[config.mk]
export PLATFORM = sky130hd
export DESIGN_NAME = mult_accum_wb
export DESIGN_NICKNAME = d
export VERILOG_FILES = /design/src/rtl/mult_accum_wb.sv
export SDC_FILE = /design/constraint.sdc
export NUM_CORES = 1
export LEC_CHECK = 0
export BUFFER_PORTS_ARGS = -buffer_cell sky130_fd_sc_hd__buf_2
export CORE_UTILIZATION = 50
export CTS_BUF_LIST = sky130_fd_sc_hd__clkbuf_4
export DETAILED_ROUTE_END_ITERATION = 12
export PLACE_DENSITY = 0.71
export SYNTH_ARGS = -nofsm -noshare
export SYNTH_HDL_FRONTEND = slang
export SYNTH_SLANG_ARGS = --single-unit
[constraint.sdc]
create_clock -name clk -period 5 [get_ports clk]
set_input_delay 0.25 -clock clk [delete_from_list [all_inputs] [get_ports clk]]
set_output_delay 0.25 -clock clk [all_outputs]
set_load 0.05 [all_outputs]
[src/rtl/mult_accum_wb.sv]
// mult_accum_wb: accumulates a programmed number of signed products and writes the sum
// back through the register-file write port. Define SATURATE_EN for clamping plus a sticky ovf flag.
module mult_accum_wb #(
    parameter int P_W    = 16,
    parameter int REG_W  = 32,
    parameter int ADDR_W = 5,
    parameter int CNT_W  = 8
) (
    input  logic              clk,
    input  logic              rst_n,
    input  logic              start,
    input  logic [CNT_W-1:0]  len,
    input  logic [ADDR_W-1:0] dest,
    output logic              busy,
    input  logic              p_valid,
    output logic              p_ready,
    input  logic [P_W-1:0]    p_data,
    output logic              w_valid,
    input  logic              w_ready,
    output logic [ADDR_W-1:0] w_addr,
    output logic [REG_W-1:0]  w_data,
    output logic              done,
    output logic              ovf
);
    typedef enum logic [1:0] {IDLE, ACC, WRITE} state_t;

    state_t            state, state_nx;
    logic [CNT_W-1:0]  len_q, len_nx, cnt, cnt_nx, cnt_inc;
    logic [REG_W-1:0]  acc, acc_nx, acc_add;
    logic              add_ovf;
    logic              busy_nx, p_ready_nx, w_valid_nx, done_nx, ovf_nx;
    logic [ADDR_W-1:0] w_addr_nx;
    logic [REG_W-1:0]  w_data_nx;

`ifdef SATURATE_EN
    localparam logic [REG_W-1:0] MAX_POS = {1'b0, {(REG_W-1){1'b1}}};
    localparam logic [REG_W-1:0] MAX_NEG = {1'b1, {(REG_W-1){1'b0}}};
    logic [REG_W:0] sum_wide;

    // One guard bit: overflow when the two top bits of the widened sum disagree.
    always_comb begin
        sum_wide = (REG_W+1)'($signed(acc)) + (REG_W+1)'($signed(p_data));
        acc_add  = sum_wide[REG_W-1:0];
        add_ovf  = 1'b0;
        if (sum_wide[REG_W] != sum_wide[REG_W-1]) begin
            acc_add = sum_wide[REG_W] ? MAX_NEG : MAX_POS;
            add_ovf = 1'b1;
        end
    end
`else
    always_comb begin
        acc_add = acc + REG_W'($signed(p_data));
        add_ovf = 1'b0;
    end
`endif

    assign cnt_inc = cnt + 1'b1;

    always_ff @(posedge clk or negedge rst_n) begin
        if (!rst_n) begin
            state   <= IDLE;
            len_q   <= '0;
            cnt     <= '0;
            acc     <= '0;
            busy    <= 1'b0;
            p_ready <= 1'b0;
            w_valid <= 1'b0;
            w_addr  <= '0;
            w_data  <= '0;
            done    <= 1'b0;
            ovf     <= 1'b0;
        end else begin
            state   <= state_nx;
            len_q   <= len_nx;
            cnt     <= cnt_nx;
            acc     <= acc_nx;
            busy    <= busy_nx;
            p_ready <= p_ready_nx;
            w_valid <= w_valid_nx;
            w_addr  <= w_addr_nx;
            w_data  <= w_data_nx;
            done    <= done_nx;
            ovf     <= ovf_nx;
        end
    end

    always_comb begin
        state_nx   = state;
        len_nx     = len_q;
        cnt_nx     = cnt;
        acc_nx     = acc;
        busy_nx    = busy;
        p_ready_nx = p_ready;
        w_valid_nx = w_valid;
        w_addr_nx  = w_addr;
        w_data_nx  = w_data;
        done_nx    = 1'b0;
        ovf_nx     = ovf;
        case (state)
            IDLE: begin
                if (start) begin
                    len_nx    = len;
                    w_addr_nx = dest;
                    acc_nx    = '0;
                    cnt_nx    = '0;
                    ovf_nx    = 1'b0;
                    busy_nx   = 1'b1;
                    if (len == '0) begin
                        state_nx   = WRITE;
                        w_valid_nx = 1'b1;
                        w_data_nx  = '0;
                    end else begin
                        state_nx   = ACC;
                        p_ready_nx = 1'b1;
                    end
                end
            end
            ACC: begin
                if (p_valid && p_ready) begin
                    acc_nx = acc_add;
                    cnt_nx = cnt_inc;
                    ovf_nx = ovf | add_ovf;
                    if (cnt_inc == len_q) begin
                        state_nx   = WRITE;
                        p_ready_nx = 1'b0;
                        w_valid_nx = 1'b1;
                        w_data_nx  = acc_add;
                    end
                end
            end
            WRITE: begin
                if (w_valid && w_ready) begin
                    state_nx   = IDLE;
                    w_valid_nx = 1'b0;
                    done_nx    = 1'b1;
                    busy_nx    = 1'b0;
                end
            end
            default: state_nx = IDLE;
        endcase
    end
endmodule

* Yosys cells after proc, flatten, opt, wreduce, memory -nomap -nowiden
Cells that the tools add are included.
** Word-level totals
- Flip-flop bits (word level) :: 91
- Output and inout port bits :: 42
- Bits in read-only memories :: 0
- Memories kept :: 0
- Bits in latches :: 0
- Input port bits :: 34
- Bits in writable memories :: 0
** Cells by class
- Reduce and logical (&&, ||, !) cells :: 14
- Add/sub/neg operators :: 2
- Div/mod/pow operators :: 0
- Bitwise gates (word level) :: 0
- Shift operators :: 0
- Multiply operators :: 0
- Multiplexer cells :: 32
- Equality and inequality tests :: 9
- Magnitude comparators :: 0
** Operators with widths (count)
- 2-to-1 mux 32 bit :: 6
- one-hot mux 32 bit (2 select lines) :: 2
- adder 32 bit :: 1
- 2-to-1 mux 8 bit :: 2
- one-hot mux 8 bit (2 select lines) :: 1
- 2-to-1 mux 1 bit :: 12
- inequality test 2 bit, second input constant :: 6
- 2-to-1 mux 2 bit :: 5
- AND reduction 5 bit :: 2
- adder 8 x 1 -> 8 bit, second input constant :: 1
- equality test 8 bit :: 1
- zero test 8 bit :: 1
- one-hot mux 2 bit (3 select lines) :: 1
- AND reduction 3 bit :: 2
- AND reduction 6 bit :: 1
- one-hot mux 1 bit (2 select lines) :: 2
- AND reduction 4 bit :: 1
- nonzero test 2 bit :: 2
- one-hot mux 1 bit (3 select lines) :: 1
- nonzero test 3 bit :: 1
- equality test 2 x 1 -> 1 bit, second input constant :: 1
- equality test 2 bit, second input constant :: 1
- logical AND 1 bit :: 2
- zero test 2 bit :: 1
- AND reduction 2 bit :: 1

* Depth between registers and ports, before layout
Gate-level depths: netlist of the first run.
- Depth in word-level cells :: 5
- Mapped depth :: 12

* Least setup slack after synthesis of the first run
Ideal clock, no wire load.
- Path kind :: register to register
- Start :: reg cnt[0]
- End :: reg w_data[10]
- Path slack :: 2.369 ns
- Setup time :: 0.125 ns
- Arrival time :: 2.506 ns
- Cell stages (with the launch flop) :: 12
- Period minus slack after synthesis :: 2.631 ns
- Buffers on the path :: 2
- Cells stage by stage :: dfrtp_1 -> ha_1 -> and3_4 -> and3_4 -> xor2_1 -> or3b_1 -> a211oi_2 -> and3_1 -> buf_4 -> a21oi_2 -> buf_6 -> mux2_4
** Between the ends
- Cells in the longest elaborated chain, start to end :: 4
** Ends and longest elaborated chain
- start, declared :: line 28 : logic [CNT_W-1:0] len_q, len_nx, cnt, cnt_nx, cnt_inc;
- start signal, assigned :: line 75 : cnt <= cnt_nx;
- adder 8 x 1 -> 8 bit :: line 57 : assign cnt_inc = cnt + 1'b1;
- equality test 8 bit :: line 123 : if (cnt_inc == len_q) begin
- inequality test 2 bit (no line)
- AND reduction 5 bit (no line)
- end signal, assigned :: line 81 : w_data <= w_data_nx;
- end, declared :: line 21 : output logic [REG_W-1:0] w_data,
Every way passes these cells.
A chain may end at the register's enable or synchronous reset.

* Final worst setup path of the first run
- Start :: reg cnt[0]
- End :: reg w_data[25]
The elaborated chain is that of the path after synthesis.

==> qor.yml, run 1 <==
setup_path:
  critPathKind: "reg2reg"
  cp_max_fo: 41
  start_kind: "flip-flop"
  r2r_setup_slack_ns: 1.89
  crit_path_end_kind: "flip-flop"
  critPathBufInv: 1
  arrival_ns: 3.50
  critical_path.cell_chain: "ha_1 > and3_4 > and3_4 > xor2_1 > or3b_1 > a211oi_2 > and3_1 > a21oi_4 > buf_4 > a22o_1"
  r2r_cells: 10
  crit_family: "compound AO/OA/AOI/OAI gates"
  max_stage_delay_ns: 0.80
  crit_required_ns: 5.39
  reg2reg_to: "w_data[25]$_DFFE_PN0P_"
  crit_path_frequent_cell: "and3_4"
  critPathSlowestCell: "a21oi_4"
  r2r-start: "cnt[0]$_DFFE_PN0P_"
floorplanning:
  start_util: 0.5188
  dieHeight_um: 106.0
  fp.dieW_um: 106.0
  die_area_sq_mm: 0.01123
  io_pins: 76
  rows: 37
  core_sq_mm: 0.01042
grt:
  grt_max_degree: 76
  grt_pass1_vias: 4396
  grt_first_pass_wirelength_mm: 20.73
  grt_use_total: 0.2321
  antenna_found_initial: 0
  overflow: 0
cells_and_area:
  synthToLayoutAreaGrowth_pct: 12.73
  drive_above_1_share: 0.2041
  final_common_cell: "dfrtp_1"
  diodes: 0
  final_cell_mix: "dfrtp_1, nand2_1, buf_2"
  fin_nets: 699
logic_synthesis:
  syn_area_sq_mm: 0.005404
  ys.flop_type: "dfrtp_1"
  yosysSeqAreaShare: 0.4214
  yosysUniqueCellTypes: 64
  synth-edff-count: 0
  syn-num-nets: 634
  async_flop_share: 1.000
  syn_inst: 567
  ys_warn_count: 0
  ys_seq_elements: 91
  avgSynthCellArea_sq_um: 9.531
drt:
  route.detailed.drc: 0
  ant_nets: 0
  first_pass_iters: 4
  routed-via-count: 4431
  dr.first_iter.drc_count: 201
  avgViaCountPerCell: 5.732
  wl_per_cell_um: 15.51
  wl_mm: 11.99
timing:
  finalSetupViolCount: 0
  slew_viol_final: 0
  rsz0062_at_grt: "no"
  finalHoldViolCount: 0
  min_period_over_period: 0.6211
  tns_ns: 0
  relSlewSlack: 0.1841
  hold_ws_ns: 0.01913
  fin_crit_ns: 3.105
  clock.fmax_mhz: 322.0
  finClkSkew_ns: 0.01779
  tightest_slew_ns: 1.193
cts:
  worstSkewPairLatency_ns: 0.46
  clkSinkCount: 91
  cts_tree: "done"
  cts.path.max_buffers: 2
  cts_htree_levels: 3
  numCtsBuffers: 9
  root_buffer: "clkbuf_4"
  clk_pin_slew_ns: 0.15
  cts_resized: 0
hold_path:
  whs_endpoint: "w_addr[4]$_DFFE_PN0P_"
  worstHoldStart: "dest[4]"
  holdPathStages: 2
  min_path_type: "in2reg"
job:
  maxCapViolCount: 0
power_and_ir_drop:
  vdd_drop_max_mv: 0.3399
  power.density_mw_per_mm2: 713.2
  power_mw: 4.345
  p_leak_nw: 2.928
outcome:
  outcome: "complete, no violations"
placed_design:
  portBuffers: 74
  dp_hpwl_mm: 8.511
  globalplace.congestion: 0.9162
repair_timing:
action                    CTS  global route
setup buffers               0             0
hold buffers                4             0
hold endpoints to repair   19             0
final cells by class:
type / instances / area [sq um]
repair buffers: 83 / 450.4
flip-flops and latches: 91 / 2277
fillers: 959 / 4324
well taps: 136 / 170.2
clock inverters: 5 / 101.3
multi-input cells: 434 / 2962
inverters: 13 / 48.80
clock buffers: 11 / 82.58
logic make-up after synthesis:
kind of cell / share of synthesized area
AND/OR/NAND/NOR: 0.1475
flip-flops: 0.4214
buffers and inverters: 0.03427
AO/OA/AOI/OAI: 0.2283
other: 0.0006939
adder cells (fa/ha/maj): 0.07780
multiplexers: 0.03658
XOR/XNOR: 0.05348
Yosys cell counts, types with 3 or more instances:
library cell / instances / area (sq um)
dfrtp_1: 91 / 2277
xor2_1: 10 / 87.58
o211ai_1: 5 / 37.54
a21oi_1: 33 / 165.2
nand4_1: 3 / 18.77
nor3b_1: 3 / 22.52
nor3_1: 4 / 20.02
o31ai_1: 3 / 22.52
buf_2: 4 / 20.02
inv_1: 13 / 48.80
o21a_1: 4 / 30.03
ha_1: 32 / 400.4
nand2b_1: 10 / 62.56
a31o_2: 6 / 52.55
nor2_1: 24 / 90.09
nand2_1: 82 / 307.8
o21bai_1: 4 / 30.03
o21ai_1: 3 / 15.01
mux2_2: 14 / 157.7
nand3_1: 10 / 50.05
nor2b_1: 6 / 37.54
and2_1: 3 / 18.77
a22o_1: 21 / 183.9
a211oi_1: 5 / 37.54
and3_1: 9 / 56.30
a41oi_1: 3 / 26.28
a31oi_1: 4 / 25.02
a21o_1: 12 / 90.09
o21ai_0: 58 / 290.3
xnor2_1: 23 / 201.4
clkbuf_1: 19 / 71.32
through the flow:
step | instance area, sq um | worst slack (ns) | std cells | utilization
detailed placement | 5868 | 1.902 | 753 | 0.5634
global route | 6092 | 1.627 | 773 | 0.5849
finish | 6092 | 1.895 | 773 | 0.5849
global placement | 5868 | 2.036 | 753 | 0.5634
CTS | 6092 | 1.863 | 773 | 0.5849
floorplan | 5404 | 2.369 | 567 | -
report_power, final:
part	switching, mW	leakage (nW)	internal, mW
Sequential	0.207	1.15	1.05
Clock	0.256	0.0947	0.263
Combinational	1.62	1.68	0.953
Total	2.08	2.93	2.26
flip-flops by register name (all words and copies together), names as in the netlist:
signal	count
w_valid	1
w_addr	5
cnt	8
done	1
busy	1
len_q	8
p_ready	1
w_data	32
state	2
acc	32
how the worst max path moves through the flow:
stage | startpoint | to | slack, ns | depth (start not counted)
floorplan | cnt[0]$_DFFE_PN0P_ | w_data[10]$_DFFE_PN0P_ | 2.37 | 11
global placement | cnt[0]$_DFFE_PN0P_ | w_data[28]$_DFFE_PN0P_ | 2.04 | 11
detailed placement | cnt[0]$_DFFE_PN0P_ | w_data[28]$_DFFE_PN0P_ | 1.90 | 11
CTS | cnt[0]$_DFFE_PN0P_ | w_data[26]$_DFFE_PN0P_ | 1.86 | 10
global route | cnt[2]$_DFFE_PN0P_ | w_data[24]$_DFFE_PN0P_ | 1.63 | 10
finish | cnt[0]$_DFFE_PN0P_ | w_data[25]$_DFFE_PN0P_ | 1.89 | 10
routing by layer:
metal,vias to the layer above,GRT usage,share of wire
met5,-,0,0
met4,0,0.09226,0.019
met3,17,0.03250,0.033
met2,96,0.3796,0.48
met1,2130,0.3122,0.47
li1,2188,-,-
No activity file was read; power rests on OpenSTA's default activity.
==> run 2: changes to the inputs <==
==> constraint.sdc (replaced) <==
create_clock -name clk -period 2.9 [get_ports clk]
set_input_delay 0.145 -clock clk [delete_from_list [all_inputs] [get_ports clk]]
set_output_delay 0.145 -clock clk [all_outputs]
set_load 0.05 [all_outputs]
==> run 2 against run 1 <==
Global-route usage increased by 2.1 points; hold slack improved by 0.065 ns; clock-buffer cell count decreased by 1; sequential cell count unchanged; sequential power increased by 74%; clock skew increased by 0.00095 ns; non-clock buffer count increased by 39; power increased by 76%; largest cell class unchanged; register-to-register slack got worse by 1.8 ns; wire length increased by 11%; critical path depth increased by 2; setup slack got worse by 1.8 ns.
==> qor.yml, run 2 (synthesis gave the netlist of run 1 again) <==
cells_and_area:
  fin_util: 0.6193  # +0.03447
  top_regs: "acc (32), w_data (32)"
  fin_nets: 739  # +5.7%
  layout.cells.non_filler: 813  # +5.2%
  fillers: 888  # -7.4%
  final_common_cell: "dfrtp_1"
  synthToLayoutAreaGrowth_pct: 19.38
  final_cell_mix: "dfrtp_1, nand2_1, buf_2"
  drive_above_1_share: 0.2526  # +0.04850
  postLayoutCellArea_sq_mm: 0.006451  # +5.9%
  diodes: 0  # unchanged
drt:
  first_pass_iters: 5  # +1
  wl_mm: 13.25  # +11%
  avgViaCountPerCell: 5.718  # -0.24%
  wl_per_cell_um: 16.30  # +5.1%
  dr.first_iter.drc_count: 204  # +1.5%
  routed-via-count: 4649  # +4.9%
  ant_nets: 0  # unchanged
  route.detailed.drc: 0  # unchanged
placed_design:
  placed_cells_incl_taps: 772  # +2.5%
  pre_cts_ws_ns: -0.09391  # -1.996 ns
  dpl_cell_area_sq_mm: 0.006011  # +2.4%
  dp_hpwl_mm: 9.093  # +6.8%
  portBuffers: 74  # unchanged
  globalplace.congestion: 0.8632  # -5.8%
timing:
  hold_ws_ns: 0.08447  # +0.06534 ns
  fin_ws_ns: 0.08445  # -1.810 ns
  rsz0062_at_grt: "yes"
  finalHoldViolCount: 0  # unchanged
  relSlewSlack: 0.5372  # +0.3531
  slew_viol_final: 0  # unchanged
  fin_crit_ns: 2.816  # -0.2899 ns
  finClkSkew_ns: 0.01874  # +0.0009519 ns
  tightest_slew_ns: 0.6942  # -0.4988 ns
  min_period_over_period: 0.9709  # +0.3498
  finalSetupViolCount: 0  # unchanged
  clock.fmax_mhz: 355.2  # +10%
setup_path:
  critPathSlowestCell: "dfrtp_1"
  cp_max_fo: 3  # -93%
  critPathKind: "reg2reg"
  crit_family: "compound AO/OA/AOI/OAI gates"
  critical_path.cell_chain: "ha_1 > inv_1 > fa_2 > nor2b_4 > o2111ai_2 > a31o_2 > a211oi_4 > o2111ai_2 > buf_4 > a21oi_1 > xnor2_1 > a22o_1"
  arrival_ns: 3.19  # -0.31 ns
  critPathBufInv: 2  # +1
  crit_path_end_kind: "flip-flop"
  max_stage_delay_ns: 0.38  # -0.42 ns
  crit_path_frequent_cell: "o2111ai_2"
  crit_required_ns: 3.27  # -2.12 ns
  start_kind: "flip-flop"
floorplanning:
  dieHeight_um: 106.0  # unchanged
  core_sq_mm: 0.01042  # unchanged
  die_area_sq_mm: 0.01123  # unchanged
  fp.dieW_um: 106.0  # unchanged
  io_pins: 76  # unchanged
  rows: 37  # unchanged
  start_util: 0.5188  # unchanged
power_and_ir_drop:
  vdd_drop_max_mv: 0.5880  # +73%
  p_leak_nw: 3.086  # +5.4%
  power.density_mw_per_mm2: 1185  # +66%
grt:
  overflow: 0  # unchanged
  grt_first_pass_wirelength_mm: 22.26  # +7.4%
  grt_use_total: 0.2535  # +0.02138
  antenna_found_initial: 0  # unchanged
  grt_max_degree: 57  # -25%
  grt_pass1_vias: 4754  # +8.1%
cts:
  cts_htree_levels: 3  # unchanged
  numCtsBuffers: 9  # unchanged
  clk_pin_slew_ns: 0.15  # about the same
  root_buffer: "clkbuf_4"
  cts_tree: "done"
  cts.path.max_buffers: 2  # unchanged
  clkSinkCount: 91  # unchanged
  worstSkewPairLatency_ns: 0.49  # +0.03 ns
outcome:
  outcome: "complete, no violations"
job:
  maxCapViolCount: 0  # unchanged
hold_path:
  min_path_type: "in2reg"
run 2: cell count changes in the layout (fill, tap and decap cells not counted), sizes merged:
cell and change:
buf +27, clkbuf -1, bufinv -3, a21oi +1
dlygate4sd3 +12, clkinv +1, inv +3
run 2: power breakdown:
part	internal, mW	switching, mW	total [mW]
clock	0.195	0.464	0.659
combinational	1.86	2.96	4.82
sequential	1.81	0.360	2.17
total	3.86	3.79	7.64
run 2: cell type report:
type | count | area (sq um) | area share
clock buffer | 10 | 75.07 | 0.01164
clock inverter | 6 | 47.55 | 0.007370
inverter | 13 | 48.80 | 0.007564
multi-input combinational | 435 | 3059 | 0.4742
sequential | 91 | 2277 | 0.3530
tap | 136 | 170.2 | 0.02638
timing repair buffer | 122 | 773.2 | 0.1199
run 2: through the flow:
stage / TNS, ns / power (mW)
floorplan: 0 / 5.655
global route: -0.06185 / 8.240
detailed placement: -0.6542 / 6.791
CTS: 0 / 7.501
finish: 0 / 7.642
global placement: 0 / 6.649
run 2: worst register-to-register path, stage by stage (launching register included):
cell and delay, ns:
dfrtp_1 0.38, ha_1 0.17, inv_1 0.06, fa_2 0.37
nor2b_4 0.15, o2111ai_2 0.20, a31o_2 0.33, a211oi_4 0.23
o2111ai_2 0.20, buf_4 0.18, a21oi_1 0.14, xnor2_1 0.11
a22o_1 0.19
run 2: worst paths after layout:
path / start / endpoint / slack (ns) / cells past startpoint
setup / recovery: acc[0]$_DFFE_PN0P_ / acc[26]$_DFFE_PN0P_ / 0.08 / 12
min in group asynchronous: rst_n / acc[15]$_DFFE_PN0P_ / 0.23 / 2
hold reg to reg: w_data[15]$_DFFE_PN0P_ / w_data[15]$_DFFE_PN0P_ / 0.49 / 2
setup reg to reg: acc[0]$_DFFE_PN0P_ / acc[26]$_DFFE_PN0P_ / 0.08 / 12
max in group asynchronous: rst_n / w_data[23]$_DFFE_PN0P_ / 1.92 / 3
hold / removal: p_data[0] / w_data[0]$_DFFE_PN0P_ / 0.08 / 4
run 2: layer usage:
| layer | GRT usage | up-vias | share of wire |
|---|---|---|---|
| met4 | 0.1052 | 0 | 0.027 |
| met2 | 0.4216 | 123 | 0.49 |
| li1 | - | 2260 | - |
| met5 | 0 | - | 0 |
| met3 | 0.06928 | 22 | 0.051 |
| met1 | 0.3109 | 2244 | 0.44 |
run 2: repair_timing:
action | in CTS | in global routing
cloned | 1 | 0
hold buffers | 16 | 0
pin swaps | 0 | 8
resized for setup | 4 | 15
hold endpoints to repair | 68 | 0
buffers inserted | 0 | 8
setup endpoints to repair | 16 | 34
